`src/rtl/shared_fu_issue_arbiter_pkg.sv`:
```
// Shared-FU issue arbiter package.
// Holds the core-configuration type that supplies the transaction-ID width,
// its default value, the arbiter FSM state type and a small pointer helper.
package shared_fu_issue_arbiter_pkg;

   // Minimal core configuration: only the field this block consumes.
   typedef struct packed {
      int unsigned TRANS_ID_BITS;
   } cva6_cfg_t;

   localparam cva6_cfg_t cva6_cfg_empty = '{TRANS_ID_BITS: 32'd3};

   // IDLE: free to grant. WAIT: one operation outstanding in the FU.
   typedef enum logic {
      IDLE = 1'b0,
      WAIT = 1'b1
   } arb_state_e;

   // Cyclic increment of an index in the range [0, n-1].
   function automatic int unsigned wrap_inc(input int unsigned idx, input int unsigned n);
      return (idx + 1 >= n) ? 0 : idx + 1;
   endfunction

endpackage

```
`src/rtl/shared_fu_rr_pick.sv`:
```
// Combinational cyclic first-one finder.
// Ports:
//   req   - request vector, one bit per requester
//   start - index at which the cyclic search begins (inclusive)
//   grant - one-hot position of the first set request at or after start
//   index - binary index of that position
//   any   - at least one request is set
module shared_fu_rr_pick #(
   parameter int NR_REQ = 2,
   parameter int IDX_W  = $clog2(NR_REQ)
) (
   input  logic [NR_REQ-1:0] req,
   input  logic [IDX_W-1:0]  start,
   output logic [NR_REQ-1:0] grant,
   output logic [IDX_W-1:0]  index,
   output logic              any
);

   always_comb begin
      int pos;
      pos   = 0;
      grant = '0;
      index = '0;
      any   = 1'b0;
      for (int i = 0; i < NR_REQ; i++) begin
         pos = (int'(start) + i) % NR_REQ;
         if (!any && req[IDX_W'(pos)]) begin
            any                = 1'b1;
            grant[IDX_W'(pos)] = 1'b1;
            index              = IDX_W'(pos);
         end
      end
   end

endmodule

```
`src/rtl/shared_fu_issue_arbiter.sv`:
```
// Round-robin issue arbiter for a single shared, non-pipelined functional unit.
// One operation is granted at a time; the unit stays busy until the writeback
// carrying the granted transaction ID arrives. Denied-request cycles are
// counted (saturating) for the performance counters.
// Ports:
//   clk_i, rst_ni            - clock, asynchronous active-low reset
//   flush_i                  - drop any pending operation, no grant this cycle
//   req_valid_i/req_trans_id_i - per-port request and scoreboard ID
//   req_ack_o, fu_sel_o      - one-hot grant / operand-mux select
//   fu_valid_o, fu_trans_id_o- operation handed to the FU and its ID
//   fu_ready_i               - FU can accept an operation
//   fu_result_valid_i/_trans_id_i - FU writeback
//   busy_o                   - an operation is outstanding
//   stall_cnt_o              - saturating denied-request cycle count
module shared_fu_issue_arbiter
   import shared_fu_issue_arbiter_pkg::*;
#(
   parameter cva6_cfg_t CVA6Cfg = cva6_cfg_empty,
   parameter int        NR_REQ  = 2,
   parameter int        CNT_W   = 16
) (
   input  logic                                         clk_i,
   input  logic                                         rst_ni,
   input  logic                                         flush_i,
   input  logic [NR_REQ-1:0]                            req_valid_i,
   input  logic [NR_REQ-1:0][CVA6Cfg.TRANS_ID_BITS-1:0] req_trans_id_i,
   output logic [NR_REQ-1:0]                            req_ack_o,
   output logic                                         fu_valid_o,
   output logic [NR_REQ-1:0]                            fu_sel_o,
   output logic [CVA6Cfg.TRANS_ID_BITS-1:0]             fu_trans_id_o,
   input  logic                                         fu_ready_i,
   input  logic                                         fu_result_valid_i,
   input  logic [CVA6Cfg.TRANS_ID_BITS-1:0]             fu_result_trans_id_i,
   output logic                                         busy_o,
   output logic [CNT_W-1:0]                             stall_cnt_o
);

   localparam int TID_W = CVA6Cfg.TRANS_ID_BITS;
   localparam int IDX_W = $clog2(NR_REQ);

   arb_state_e       state_q, state_d;
   logic [TID_W-1:0] pend_id_q;
   logic [IDX_W-1:0] rr_ptr_q;
   logic [CNT_W-1:0] stall_cnt_q;

   logic [NR_REQ-1:0] pick_grant;
   logic [IDX_W-1:0]  pick_idx;
   logic              pick_any;
   logic              grant_en;
   logic              stall_inc;

   shared_fu_rr_pick #(
      .NR_REQ (NR_REQ),
      .IDX_W  (IDX_W)
   ) u_pick (
      .req   (req_valid_i),
      .start (rr_ptr_q),
      .grant (pick_grant),
      .index (pick_idx),
      .any   (pick_any)
   );

   // Next state and grant decision. Grants are also suppressed while reset is
   // asserted so that every output reads zero during reset.
   always_comb begin
      state_d  = state_q;
      grant_en = 1'b0;
      case (state_q)
         IDLE: begin
            if (rst_ni && !flush_i && fu_ready_i && pick_any) begin
               grant_en = 1'b1;
               state_d  = WAIT;
            end
         end
         WAIT: begin
            if (fu_result_valid_i && (fu_result_trans_id_i == pend_id_q)) begin
               state_d = IDLE;
            end
         end
         default: state_d = IDLE;
      endcase
      // Flush beats everything, including a matching writeback.
      if (flush_i) begin
         state_d = IDLE;
      end
   end

   assign req_ack_o     = grant_en ? pick_grant : '0;
   assign fu_sel_o      = req_ack_o;
   assign fu_valid_o    = grant_en;
   assign fu_trans_id_o = grant_en ? req_trans_id_i[pick_idx] : pend_id_q;
   assign busy_o        = (state_q == WAIT);
   assign stall_cnt_o   = stall_cnt_q;

   // Any request left unserved this cycle (flush, WAIT or FU not ready).
   assign stall_inc = (|req_valid_i) && !grant_en;

   always_ff @(posedge clk_i or negedge rst_ni) begin
      if (!rst_ni) begin
         state_q     <= IDLE;
         pend_id_q   <= '0;
         rr_ptr_q    <= '0;
         stall_cnt_q <= '0;
      end else begin
         state_q <= state_d;
         if (grant_en) begin
            pend_id_q <= req_trans_id_i[pick_idx];
            rr_ptr_q  <= IDX_W'(wrap_inc(int'(pick_idx), NR_REQ));
         end
         if (stall_inc && (stall_cnt_q != {CNT_W{1'b1}})) begin
            stall_cnt_q <= stall_cnt_q + CNT_W'(1);
         end
      end
   end

endmodule

```
`config.mk`:
```
export PLATFORM = sky130hd
export DESIGN_NAME = shared_fu_issue_arbiter
export DESIGN_NICKNAME = d
export VERILOG_FILES = /design/src/rtl/shared_fu_issue_arbiter_pkg.sv /design/src/rtl/shared_fu_rr_pick.sv /design/src/rtl/shared_fu_issue_arbiter.sv
export SDC_FILE = /design/constraint.sdc
export NUM_CORES = 1
export LEC_CHECK = 0
export BUFFER_PORTS_ARGS = -buffer_cell sky130_fd_sc_hd__buf_2
export CAP_MARGIN = 20
export CORE_UTILIZATION = 53
export CTS_CLUSTER_SIZE = 20
export DETAILED_ROUTE_END_ITERATION = 8
export PLACE_DENSITY = 0.94
export SYNTH_ARGS = -nofsm -noshare
export SYNTH_HDL_FRONTEND = slang
export SYNTH_SLANG_ARGS = --single-unit
```
`constraint.sdc`:
```
create_clock -name clk_i -period 5 [get_ports clk_i]
set_input_delay 0.5 -clock clk_i [delete_from_list [all_inputs] [get_ports clk_i]]
set_output_delay 0.5 -clock clk_i [all_outputs]
set_load 0.05 [all_outputs]
```
==> Word level (Yosys, flattened, before mapping) <==
Cells that the tools add are included.
{ "classes": {"n_addsub": 3, "n_lt_le_gt_ge": 6, "eq_ne": 2, "n_mux": 24, "bitwise": 2, "n_reduce_logical": 13} }
{ "ops": {"columns": ["operator", "count"], "rows": [
  ["16-bit by 1-bit adder with 16-bit output, second input constant", 1],
  ["16-bit inequality test, second input constant", 1],
  ["1-bit 2-to-1 mux", 15],
  ["1-bit logical AND", 9],
  ["3-bit 2-to-1 mux", 3],
  ["1-bit by 3-bit < comparator with 1-bit output, second input constant", 2],
  ["2-bit 2-to-1 mux", 3],
  ["3-bit equality test", 1],
  ["1-bit logical NOT", 3],
  ["1-bit by 1-bit adder with 2-bit output, second input constant", 1],
  ["1-bit demux with 1-bit select", 2],
  ["1-bit >= comparator, second input constant", 2],
  ["2-bit >= comparator, second input constant", 1],
  ["1-bit by 2-bit < comparator with 1-bit output, second input constant", 1],
  ["2-bit OR", 1],
  ["1-bit case mux with 2 select lines", 1],
  ["2-bit OR reduction", 1],
  ["1-bit adder, second input constant", 1],
  ["1-bit inverter", 1]
]} }
{ "totals": {"register_bits": 21, "input_bits": 16, "output_inout_bits": 25} }

==> Depth between registers and ports, before layout <==
Gate-level depths: netlist (run 1).
{ "depth": {"ltp_word": 13, "ltp_mapped": 6, "depth_no_buf": 5} }

==> Hierarchy <==
Synthesis (run 1) repeated with hierarchy kept, for this count alone.
{ "hier_totals": {"hier_cells": 116, "area_unflattened_um2": 1181.1} }
{ "by_module_without_submodules": {"columns": ["mod", "instances", "cells_per_inst", "area_per_inst_um2", "seq_area_each_um2"], "rows": [
  ["shared_fu_issue_arbiter", 1, 111, 1146.1, 525.5],
  ["shared_fu_rr_pick", 1, 5, 35.0, 0.0]
]} }

==> Least setup slack after synthesis (run 1) <==
Ideal clock, no wire load.
{ "synth_timing": {"kind": "input to output", "from": "input flush_i", "to": "output fu_trans_id_o[0]", "arrival_ns": 2.557, "required_time_ns": 4.500, "slack_ns": 1.943, "path_stages": 4, "path_buffers": 0, "cell_sequence": "nand4b_1 -> nor2_1 -> nor2_1 -> a21oi_1"} }
{ "synth_via": {"elab_chain_len": 7} }
{ "synth_lines": {"columns": ["element", "line_no", "text"], "rows": [
  ["start: declaration", "shared_fu_issue_arbiter.sv:24", "input logic flush_i,"],
  ["1-bit logical NOT", "shared_fu_issue_arbiter.sv:70", "if (rst_ni && !flush_i && fu_ready_i && pick_any) begin"],
  ["1-bit logical AND (3 in series)", "shared_fu_issue_arbiter.sv:70", null],
  ["1-bit 2-to-1 mux", "shared_fu_issue_arbiter.sv:70", null],
  ["1-bit 2-to-1 mux", "shared_fu_issue_arbiter.sv:68", "case (state_q)"],
  ["named net fu_valid_o", "shared_fu_issue_arbiter.sv:28", "output logic fu_valid_o,"],
  ["3-bit 2-to-1 mux", null, null],
  ["end: declaration", "shared_fu_issue_arbiter.sv:30", "output logic [CVA6Cfg.TRANS_ID_BITS-1:0] fu_trans_id_o,"]
]} }
The timed path passes the listed nets, and every way through them passes these cells.

==> Worst setup path after layout (run 1) <==
{ "layout_timing": {"from": "input rst_ni", "to": "output fu_trans_id_o[1]"} }
{ "layout_via": {"elab_chain_len": 6} }
{ "layout_lines": {"columns": ["element", "line_no", "text"], "rows": [
  ["start: declaration", "shared_fu_issue_arbiter.sv:23", "input logic rst_ni,"],
  ["1-bit logical AND (3 in series)", "shared_fu_issue_arbiter.sv:70", null],
  ["1-bit 2-to-1 mux", "shared_fu_issue_arbiter.sv:70", null],
  ["1-bit 2-to-1 mux", "shared_fu_issue_arbiter.sv:68", null],
  ["3-bit 2-to-1 mux", null, null]
]} }
No other way between the ends.

==> impl_metrics.toml, run 1 <==
[sta]
tns_ns = 0
max_freq_mhz = 379
drv_slew = 0
rsz0062_at_grt = "false"
maxSlewHeadroom_pct = 45.0
fin_crit_ns = 2.64
hold_violations = 0
period_share_pct = 52.7
clock-skew-final_ns = 0.00780
setup_violations = 0
tightest_slew_ns = 0.825
holdWs_ns = 0.131

[floorplanning]
initial_utilization_pct = 58.2
io_pins = 41
core_area_um2 = 2040
die_area_um2 = 2440
die_h_um = 49.4
fp-row-count = 16
die_w_um = 49.4

[place]
io_buffers = 38
place.gp.congestion = 0.760
place_hpwl_um = 1690

[clock_network]
clock-root-buffer = "clkbuf_4"
holdBufCountCts = 0
clock_path_buffers = 2
insertion_delay_ns = 0.30
post_cts_resize_count = 0
cts_buffers = 3
cts_tree = "built"
postCtsSetupRepairBufs = 0
clk_pin_slew_worst_paths_ns = 0.11
clock_sinks = 21
cts_max_level = 1

[worst_setup_path]
crit_path_end_kind = "output port"
r2r_setup_slack_ns = 3.22
cp.required_ns = 4.50
cpPeakStageDelay_ns = 0.47
worst-path-buf-inv = 2
critPathLaunchType = "input pin"
cp_slowest_cell = "nor2_1"
reg2regPathDepth = 5
r2r_start = "stall_cnt_o[0]"
path_cells = "buf_2 -> nand4b_1 -> nor2_1 -> nor2_1 -> a21oi_1 -> buf_2"
worstPathArrival_ns = 2.14
critical_path.top_delay_family = "simple AND/OR/NAND/NOR gates"
r2r_end = "stall_cnt_o[1]"
cp_max_fo = 22
critPathKind = "in2out"

[layout]
nFillCells = 166
layout-drive-gt1-share_pct = 38.7
final_cell_mix = "38 x buf_2, 21 x dfrtp_1, 15 x xor2_1"
nets = 160
area_delta_synth_final_pct = 17.2
diodes = 0
final_common_cell = "buf_2"

[synth]
yosysTopAreaCell = "dfrtp_1"
synth_area_um2 = 1190
synth-seq-area-share_pct = 44.2
synth.area.top_cells = "dfrtp_1 44%, xor2_1 11%, a2111oi_2 5.1%"
ys_types = 31
ys_warn_count = 0
netlist_instances = 105
synth_flop_cell = "dfrtp_1"
synth_edf_count = 0
synth_area_per_cell_um2 = 11.3
ys_seq_elements = 21
async_flop_share_pct = 100
synth_top_area_share_pct = 44.2

[route]
viasPerCell = 5.46
wl_um = 2240
ant_nets = 0
route.detailed.drc = 0
vias = 922
first_iter_violations = 12
dr.pass1.iters = 4
avgRoutedWirePerCell_um = 13.3

[grt]
grt_pass1_wl_um = 3950
grt_antenna_before_repair = 0
grt_max_degree = 23
track_usage_pct = 21.4
grt_pass1_vias = 902
gr-total-overflow = 0

[run_status]
status = "completed"

[run]
cap_violations = 0

[pwr]
irDropWorstVdd_v = 0.000540
powerDensity_nw_per_um2 = 645
p_leak_uw = 0.000608

[hold_path]
worstHoldPathType = "in2async"
==> cells in the mapped netlist, types with 4 or more instances <==
| library cell | instances |
|---|---|
| a211oi_1 | 6 |
| nor2_1 | 4 |
| dfrtp_1 | 21 |
| xor2_1 | 15 |
| a2111oi_2 | 4 |
| nand3_1 | 5 |
| nand2_1 | 6 |
| xnor2_1 | 4 |
| nand4_1 | 5 |
==> logic make-up (layout without fill, tap and decap cells) <==
| kind of cell | after synthesis | count (layout) | synth area share, % |
|---|---|---|---|
| mux | 4 | 4 | 3.47 |
| other cells | 1 | 2 | 0.315 |
| compound gates | 17 | 17 | 14.9 |
| fa+ha+maj | 1 | 1 | 1.05 |
| buf+inv | 9 | 45 | 5.16 |
| flops | 21 | 21 | 44.2 |
| xor+xnor | 19 | 19 | 14.0 |
| simple gates | 33 | 33 | 16.8 |
==> routing by layer <==
metal / share of wire [%] / vias to the layer above / GRT usage (%)
met1: 46 / 444 / 27.7
met5: 0 / - / 0
li1: - / 451 / -
met3: 3.5 / 4 / 3.43
met2: 49 / 23 / 34.5
met4: 1.3 / 0 / 10.8
==> worst reg2reg max path: cells and delay by family, from the launching register on <==
family / cells / cell delay [ns]
and+or+nand+nor: 2 / 0.45
DFF: 1 / 0.44
muxes: 1 / 0.34
adders and majority gates: 1 / 0.26
AOI/OAI and AO/OA: 1 / 0.19
==> flip-flops by register name, indices dropped and copies added (netlist names) <==
signal and flops:
rr_ptr_q 1, pend_id_q 3, stall_cnt_o 16, busy_o 1
==> worst max path at each step <==
stage / slack (ns) / depth (start not counted) / to / from
floorplan: 1.94 / 4 / fu_trans_id_o[0] / flush_i
global placement: 2.43 / 6 / fu_trans_id_o[0] / rst_ni
detailed placement: 2.33 / 6 / fu_trans_id_o[1] / rst_ni
CTS: 2.33 / 6 / fu_trans_id_o[1] / rst_ni
global route: 2.08 / 6 / fu_trans_id_o[1] / rst_ni
finish: 2.36 / 6 / fu_trans_id_o[1] / rst_ni
==> where the power goes <==
part           switching [µW]  leakage [µW]  internal, µW
Combinational             355      0.000356           135
Sequential               89.0      0.000236           239
Clock                    49.2     0.0000150          31.1
==> cell type report <==
class,instances,area (µm²),share of cell area [%]
clock buffer,4,26.3,1.89
sequential,21,526,37.7
timing repair buffer,38,190,13.7
inverter,3,11.3,0.809
tap,27,33.8,2.43
multi-input combinational,76,606,43.5
==> metrics by stage <==
| stage | cell area (µm²) | total power (µW) | setup WS (ns) | cells | util [%] |
|---|---|---|---|---|---|
| floorplan | 1190 | 710 | 1.94 | 106 | - |
| global placement | 1370 | 806 | 2.43 | 165 | 66.9 |
| detailed placement | 1370 | 821 | 2.33 | 165 | 66.9 |
| CTS | 1390 | 901 | 2.33 | 169 | 68.2 |
| global route | 1390 | 952 | 2.08 | 169 | 68.2 |
| finish | 1390 | 898 | 2.36 | 169 | 68.2 |
Power figures use the tool's default switching activity.
==> run 2, diff against run 1 <==
--- a/config.mk
+++ b/config.mk
@@ -7,10 +7,10 @@
 export LEC_CHECK = 0
 export BUFFER_PORTS_ARGS = -buffer_cell sky130_fd_sc_hd__buf_2
 export CAP_MARGIN = 20
-export CORE_UTILIZATION = 53
+export CORE_UTILIZATION = 49
 export CTS_CLUSTER_SIZE = 20
 export DETAILED_ROUTE_END_ITERATION = 8
-export PLACE_DENSITY = 0.94
+export PLACE_DENSITY = 0.88
 export SYNTH_ARGS = -nofsm -noshare
 export SYNTH_HDL_FRONTEND = slang
 export SYNTH_SLANG_ARGS = --single-unit
==> constraint.sdc (replaced) <==
create_clock -name clk_i -period 2.6 [get_ports clk_i]
set_input_delay 0.26 -clock clk_i [delete_from_list [all_inputs] [get_ports clk_i]]
set_output_delay 0.26 -clock clk_i [all_outputs]
set_load 0.05 [all_outputs]
==> impl_metrics.toml, run 2 (same netlist as run 1, synthesis figures left out) <==
[pwr]
powerDensity_nw_per_um2 = 1230
irDropWorstVdd_v = 0.000766
p_leak_uw = 0.000616

[worst_setup_path]
cpPeakStageDelay_ns = 0.51
critPathLaunchType = "input pin"
r2r_end = "stall_cnt_o[1]"
cp_max_fo = 9
cp.required_ns = 2.34
r2r_start = "stall_cnt_o[0]"
path_cells = "dlygate4sd3_1 -> buf_2 -> nand4b_1 -> nor2_2 -> nor2_1 -> a21oi_1 -> buf_2"
cpMostUsedCell = "buf_2"
worstPathArrival_ns = 2.00
critPathKind = "in2out"
reg2regPathDepth = 5
r2r_setup_slack_ns = 0.82
crit_path_end_kind = "output port"
cp_slowest_cell = "dlygate4sd3_1"

[hold_path]
worstHoldPathType = "in2reg"
hold_depth = 3
whs_endpoint = "busy_o"
hp-start = "flush_i"

[place]
pre_cts_ws_ns = 0.730
place_hpwl_um = 1810
io_buffers = 38
place.gp.congestion = 0.824

[route]
vias = 950
wl_um = 2510
ant_nets = 0
route.detailed.drc = 0
avgRoutedWirePerCell_um = 14.6
first_iter_violations = 9
viasPerCell = 5.52
dr.pass1.iters = 4

[grt]
gr-total-overflow = 0
grt_pass1_wl_um = 4040
grt_pass1_vias = 896
grt_max_degree = 22
track_usage_pct = 20.6
grt_antenna_before_repair = 0

[sta]
rsz0062_at_grt = "false"
setup_violations = 0
hold_violations = 0
fin_crit_ns = 2.26
drv_slew = 0
clock-skew-final_ns = 0.00186
final.setup.worst_slack_ns = 0.335
tns_ns = 0
tightest_slew_ns = 0.803
max_freq_mhz = 442
maxSlewHeadroom_pct = 46.5
period_share_pct = 87.1

[layout]
diodes = 0
largest_reg_flops = 16
area_delta_synth_final_pct = 18.9
postLayoutCoreUtil_pct = 62.7
multiInputGateArea_um2 = 608
layout-drive-gt1-share_pct = 39.6
nFillCells = 181
final_common_cell = "buf_2"
nets = 162
regArea_um2 = 526
final_cell_mix = "38 x buf_2, 21 x dfrtp_1, 15 x xor2_1"

[clock_network]
post_cts_resize_count = 0
clk_pin_slew_worst_paths_ns = 0.12
clock-root-buffer = "clkbuf_4"
cts_tree = "built"
cts_max_level = 1
holdBufCountCts = 1
postCtsSetupRepairBufs = 0
clock_sinks = 21
clock_path_buffers = 2
insertion_delay_ns = 0.30
cts_buffers = 3

[run]
cap_violations = 0

[floorplanning]
io_pins = 41
initial_utilization_pct = 52.7
die_w_um = 51.3
core_area_um2 = 2250
fp-row-count = 17
die_area_um2 = 2630
die_h_um = 51.3

[run_status]
status = "completed"
-- run 2: cell type report --
cell class                 instances  share of cell area [%]
multi-input combinational         76                    43.0
sequential                        21                    37.2
timing repair buffer              40                    14.7
tap                               28                    2.48
clock buffer                       4                    1.86
inverter                           3                   0.796
-- run 2: layer usage --
metal | GRT usage, % | routed length [µm] | vias to the layer above
li1 | - | - | 457
met1 | 27.0 | 1120 | 447
met2 | 34.2 | 1240 | 36
met3 | 2.68 | 84 | 10
met4 | 8.56 | 72 | 0
met5 | 0 | 0 | -
-- run 2: critical path, delay by kind of cell --
kind / cells / cell delay, ns
AND/OR/NAND/NOR: 3 / 0.63
buffers and inverters: 3 / 0.93
AO/OA/AOI/OAI: 1 / 0.18
-- run 2: power breakdown --
group          leakage (µW)  switching, µW  internal, µW
Sequential         0.000236            168           459
Combinational      0.000365            693           261
Clock             0.0000150           98.9          59.7
Total              0.000616            959           780
-- run 2: how the worst max path moves through the flow --
stage | from | end | slack, ns | cells past startpoint
after floorplan | busy_o | req_ack_o[0] | 0.15 | 2
after global placement | flush_i | stall_cnt_o[1] | 0.84 | 5
after detailed placement | flush_i | stall_cnt_o[1] | 0.73 | 5
after CTS | rst_ni | fu_trans_id_o[0] | 0.35 | 7
after global routing | rst_ni | fu_trans_id_o[0] | 0.19 | 7
final | rst_ni | fu_trans_id_o[0] | 0.34 | 7
-- run 2: per-stage QoR --
| step | power [µW] | std cells | area (µm²) | hold slack (ns) |
|---|---|---|---|---|
| 6_report | 1740 | 172 | 1410 | 0.283 |
| 5_1_grt | 1830 | 172 | 1410 | 0.267 |
| 2_1_floorplan | 1370 | 106 | 1190 | -0.0356 |
| 4_1_cts | 1740 | 172 | 1410 | 0.276 |
| 3_3_place_gp | 1560 | 167 | 1380 | 0.261 |
| 3_5_place_dp | 1580 | 167 | 1380 | 0.270 |
==> run 3, diff against run 2 <==
--- a/config.mk
+++ b/config.mk
@@ -5,9 +5,10 @@
 export SDC_FILE = /design/constraint.sdc
 export NUM_CORES = 1
 export LEC_CHECK = 0
+export ABC_AREA = 1
 export BUFFER_PORTS_ARGS = -buffer_cell sky130_fd_sc_hd__buf_2
 export CAP_MARGIN = 20
-export CORE_UTILIZATION = 49
+export CORE_UTILIZATION = 50
 export CTS_CLUSTER_SIZE = 20
 export DETAILED_ROUTE_END_ITERATION = 8
 export PLACE_DENSITY = 0.88
==> impl_metrics.toml, run 3 <==
[run_status]
status = "completed"

[route]
route.detailed.drc = 0
viasPerCell = 4.89
ant_nets = 0
first_iter_violations = 20
wl_um = 2700
dr.pass1.iters = 4
vias = 1227
avgRoutedWirePerCell_um = 10.8

[sta]
clock-skew-final_ns = 0.00326
final.setup.worst_slack_ns = 0.435
drv_slew = 0
tns_ns = 0
setup_violations = 0
rsz0062_at_grt = "false"
fin_crit_ns = 2.17
hold_violations = 0
holdWs_ns = 0.210
period_share_pct = 83.3
max_freq_mhz = 462

[hold_path]
worstHoldPathType = "in2reg"
hold_depth = 4
hp-start = "flush_i"
whs_endpoint = "busy_o"

[synth]
synth-seq-area-share_pct = 40.2
synth_area_per_cell_um2 = 7.22
ys_types = 22
netlist_instances = 181
synth_area_um2 = 1310
synth_top_area_share_pct = 40.2
ys_seq_elements = 21
yosysTopAreaCell = "dfrtp_1"
async_flop_share_pct = 100
synth_flop_cell = "dfrtp_1"
ys_warn_count = 0
synth.area.top_cells = "dfrtp_1 40%, nand2_1 23%, nor2_1 5.7%"
synth.most_common_cell = "nand2_1"
synth_edf_count = 0
synth_common_cells = "80 x nand2_1, 21 x dfrtp_1, 20 x nor2_1"

[pwr]
powerDensity_nw_per_um2 = 734
irDropWorstVdd_v = 0.000520
p_leak_uw = 0.000833

[grt]
gr-total-overflow = 0
grt_antenna_before_repair = 0
grt_pass1_wl_um = 4390
track_usage_pct = 21.5
grt_pass1_vias = 1072
grt_max_degree = 22

[worst_setup_path]
cp_max_fo = 7
worstPathArrival_ns = 1.91
r2r_start = "stall_cnt_o[0]"
critPathKind = "in2out"
crit_path_end_kind = "output port"
r2r_end = "stall_cnt_o[10]"
cp.required_ns = 2.34
reg2regPathDepth = 9
r2r_setup_slack_ns = 0.87
critPathLaunchType = "input pin"

[floorplanning]
die_area_um2 = 2820
io_pins = 41
fp-row-count = 18
initial_utilization_pct = 52.7
core_area_um2 = 2480
die_w_um = 53.1
die_h_um = 53.1

[clock_network]
cts_buffers = 3
post_cts_resize_count = 0
clock_path_buffers = 2
insertion_delay_ns = 0.31
clock_sinks = 21
clk_pin_slew_worst_paths_ns = 0.13
cts_max_level = 1
cts_tree = "built"
clock-root-buffer = "clkbuf_4"

[place]
io_buffers = 38
place.gp.congestion = 0.781
place_hpwl_um = 2050
pre_cts_ws_ns = 0.888

[layout]
multiInputGateArea_um2 = 682
regArea_um2 = 526
nets = 239
postLayoutCoreUtil_pct = 61.9
nFillCells = 236
layout-drive-gt1-share_pct = 23.5
largest_reg_flops = 16
final_cell_mix = "80 x nand2_1, 38 x buf_2, 21 x dfrtp_1"
diodes = 0
area_delta_synth_final_pct = 17.4
final_common_cell = "nand2_1"

[run]
cap_violations = 0
==> run 3: cell types whose count changed after synthesis, moves of 5 or more <==
cell and change:
a211oi_1 -6, inv_1 +8, nand2_1 +74, nor2_1 +16, o21ai_0 +5, xor2_1 -12
==> run 3: repair_timing <==
action / in CTS / in global routing
hold buffers: 1 / 0
setup endpoints to repair: 0 / 0
setup buffers: 0 / 0
hold endpoints to repair: 21 / 0
==> run 3: cells by family after synthesis <==
logic type | count (synthesis) | synth area share (%)
simple gates | 120 | 39.3
flops | 21 | 40.2
buf+inv | 18 | 7.85
xor+xnor | 11 | 7.38
compound gates | 9 | 4.02
fa+ha+maj | 1 | 0.958
other cells | 1 | 0.287
==> run 3: metrics by stage <==
step / cell area [µm²] / instances / total power, µW
2_1_floorplan: 1310 / 182 / 859
3_3_place_gp: 1500 / 246 / 959
3_5_place_dp: 1500 / 246 / 969
4_1_cts: 1530 / 251 / 1130
5_1_grt: 1530 / 251 / 1200
6_report: 1530 / 251 / 1130
==> run 3: worst max-delay path: stages <==
cell           delay [ns]
dlygate4sd3_1        0.52
buf_2                0.13
inv_1                0.04
nor2_1               0.10
nand2_2              0.11
inv_1                0.18
nor2_1               0.07
a31oi_1              0.19
buf_2                0.30
==> run 3: how the worst max path moves through the flow <==
stage | from | to | slack, ns | cells after the start
finish | rst_ni | fu_trans_id_o[1] | 0.43 | 9
global route | rst_ni | fu_trans_id_o[1] | 0.28 | 9
CTS | rst_ni | fu_trans_id_o[1] | 0.44 | 9
detailed placement | stall_cnt_o[0] | stall_cnt_o[10] | 0.89 | 9
global placement | stall_cnt_o[0] | stall_cnt_o[8] | 0.96 | 9
floorplan | busy_o | fu_trans_id_o[0] | 0.16 | 5
==> run 3: cell type report <==
cell class              instances  area share (%)
clock buffers                   3            1.47
clock inverters                 1           0.326
inverters                      13            3.51
multi-input cells             143            44.5
flip-flops and latches         21            34.3
well taps                      30            2.45
repair buffers                 40            13.5
==> run 3: where the power goes <==
group | switching (µW) | internal [µW]
combinational | 347 | 135
sequential | 88.3 | 391
clock | 106 | 57.4
==> run 3: per-layer routing <==
metal | vias to the layer above | track usage [%] | share of wire (%) | wire length (µm)
met4 | 0 | 7.89 | 1.5 | 40
met3 | 6 | 3.74 | 4.3 | 115
li1 | 642 | - | - | -
met2 | 37 | 38.6 | 49 | 1320
met1 | 542 | 25.1 | 45 | 1220
met5 | - | 0 | 0 | 0
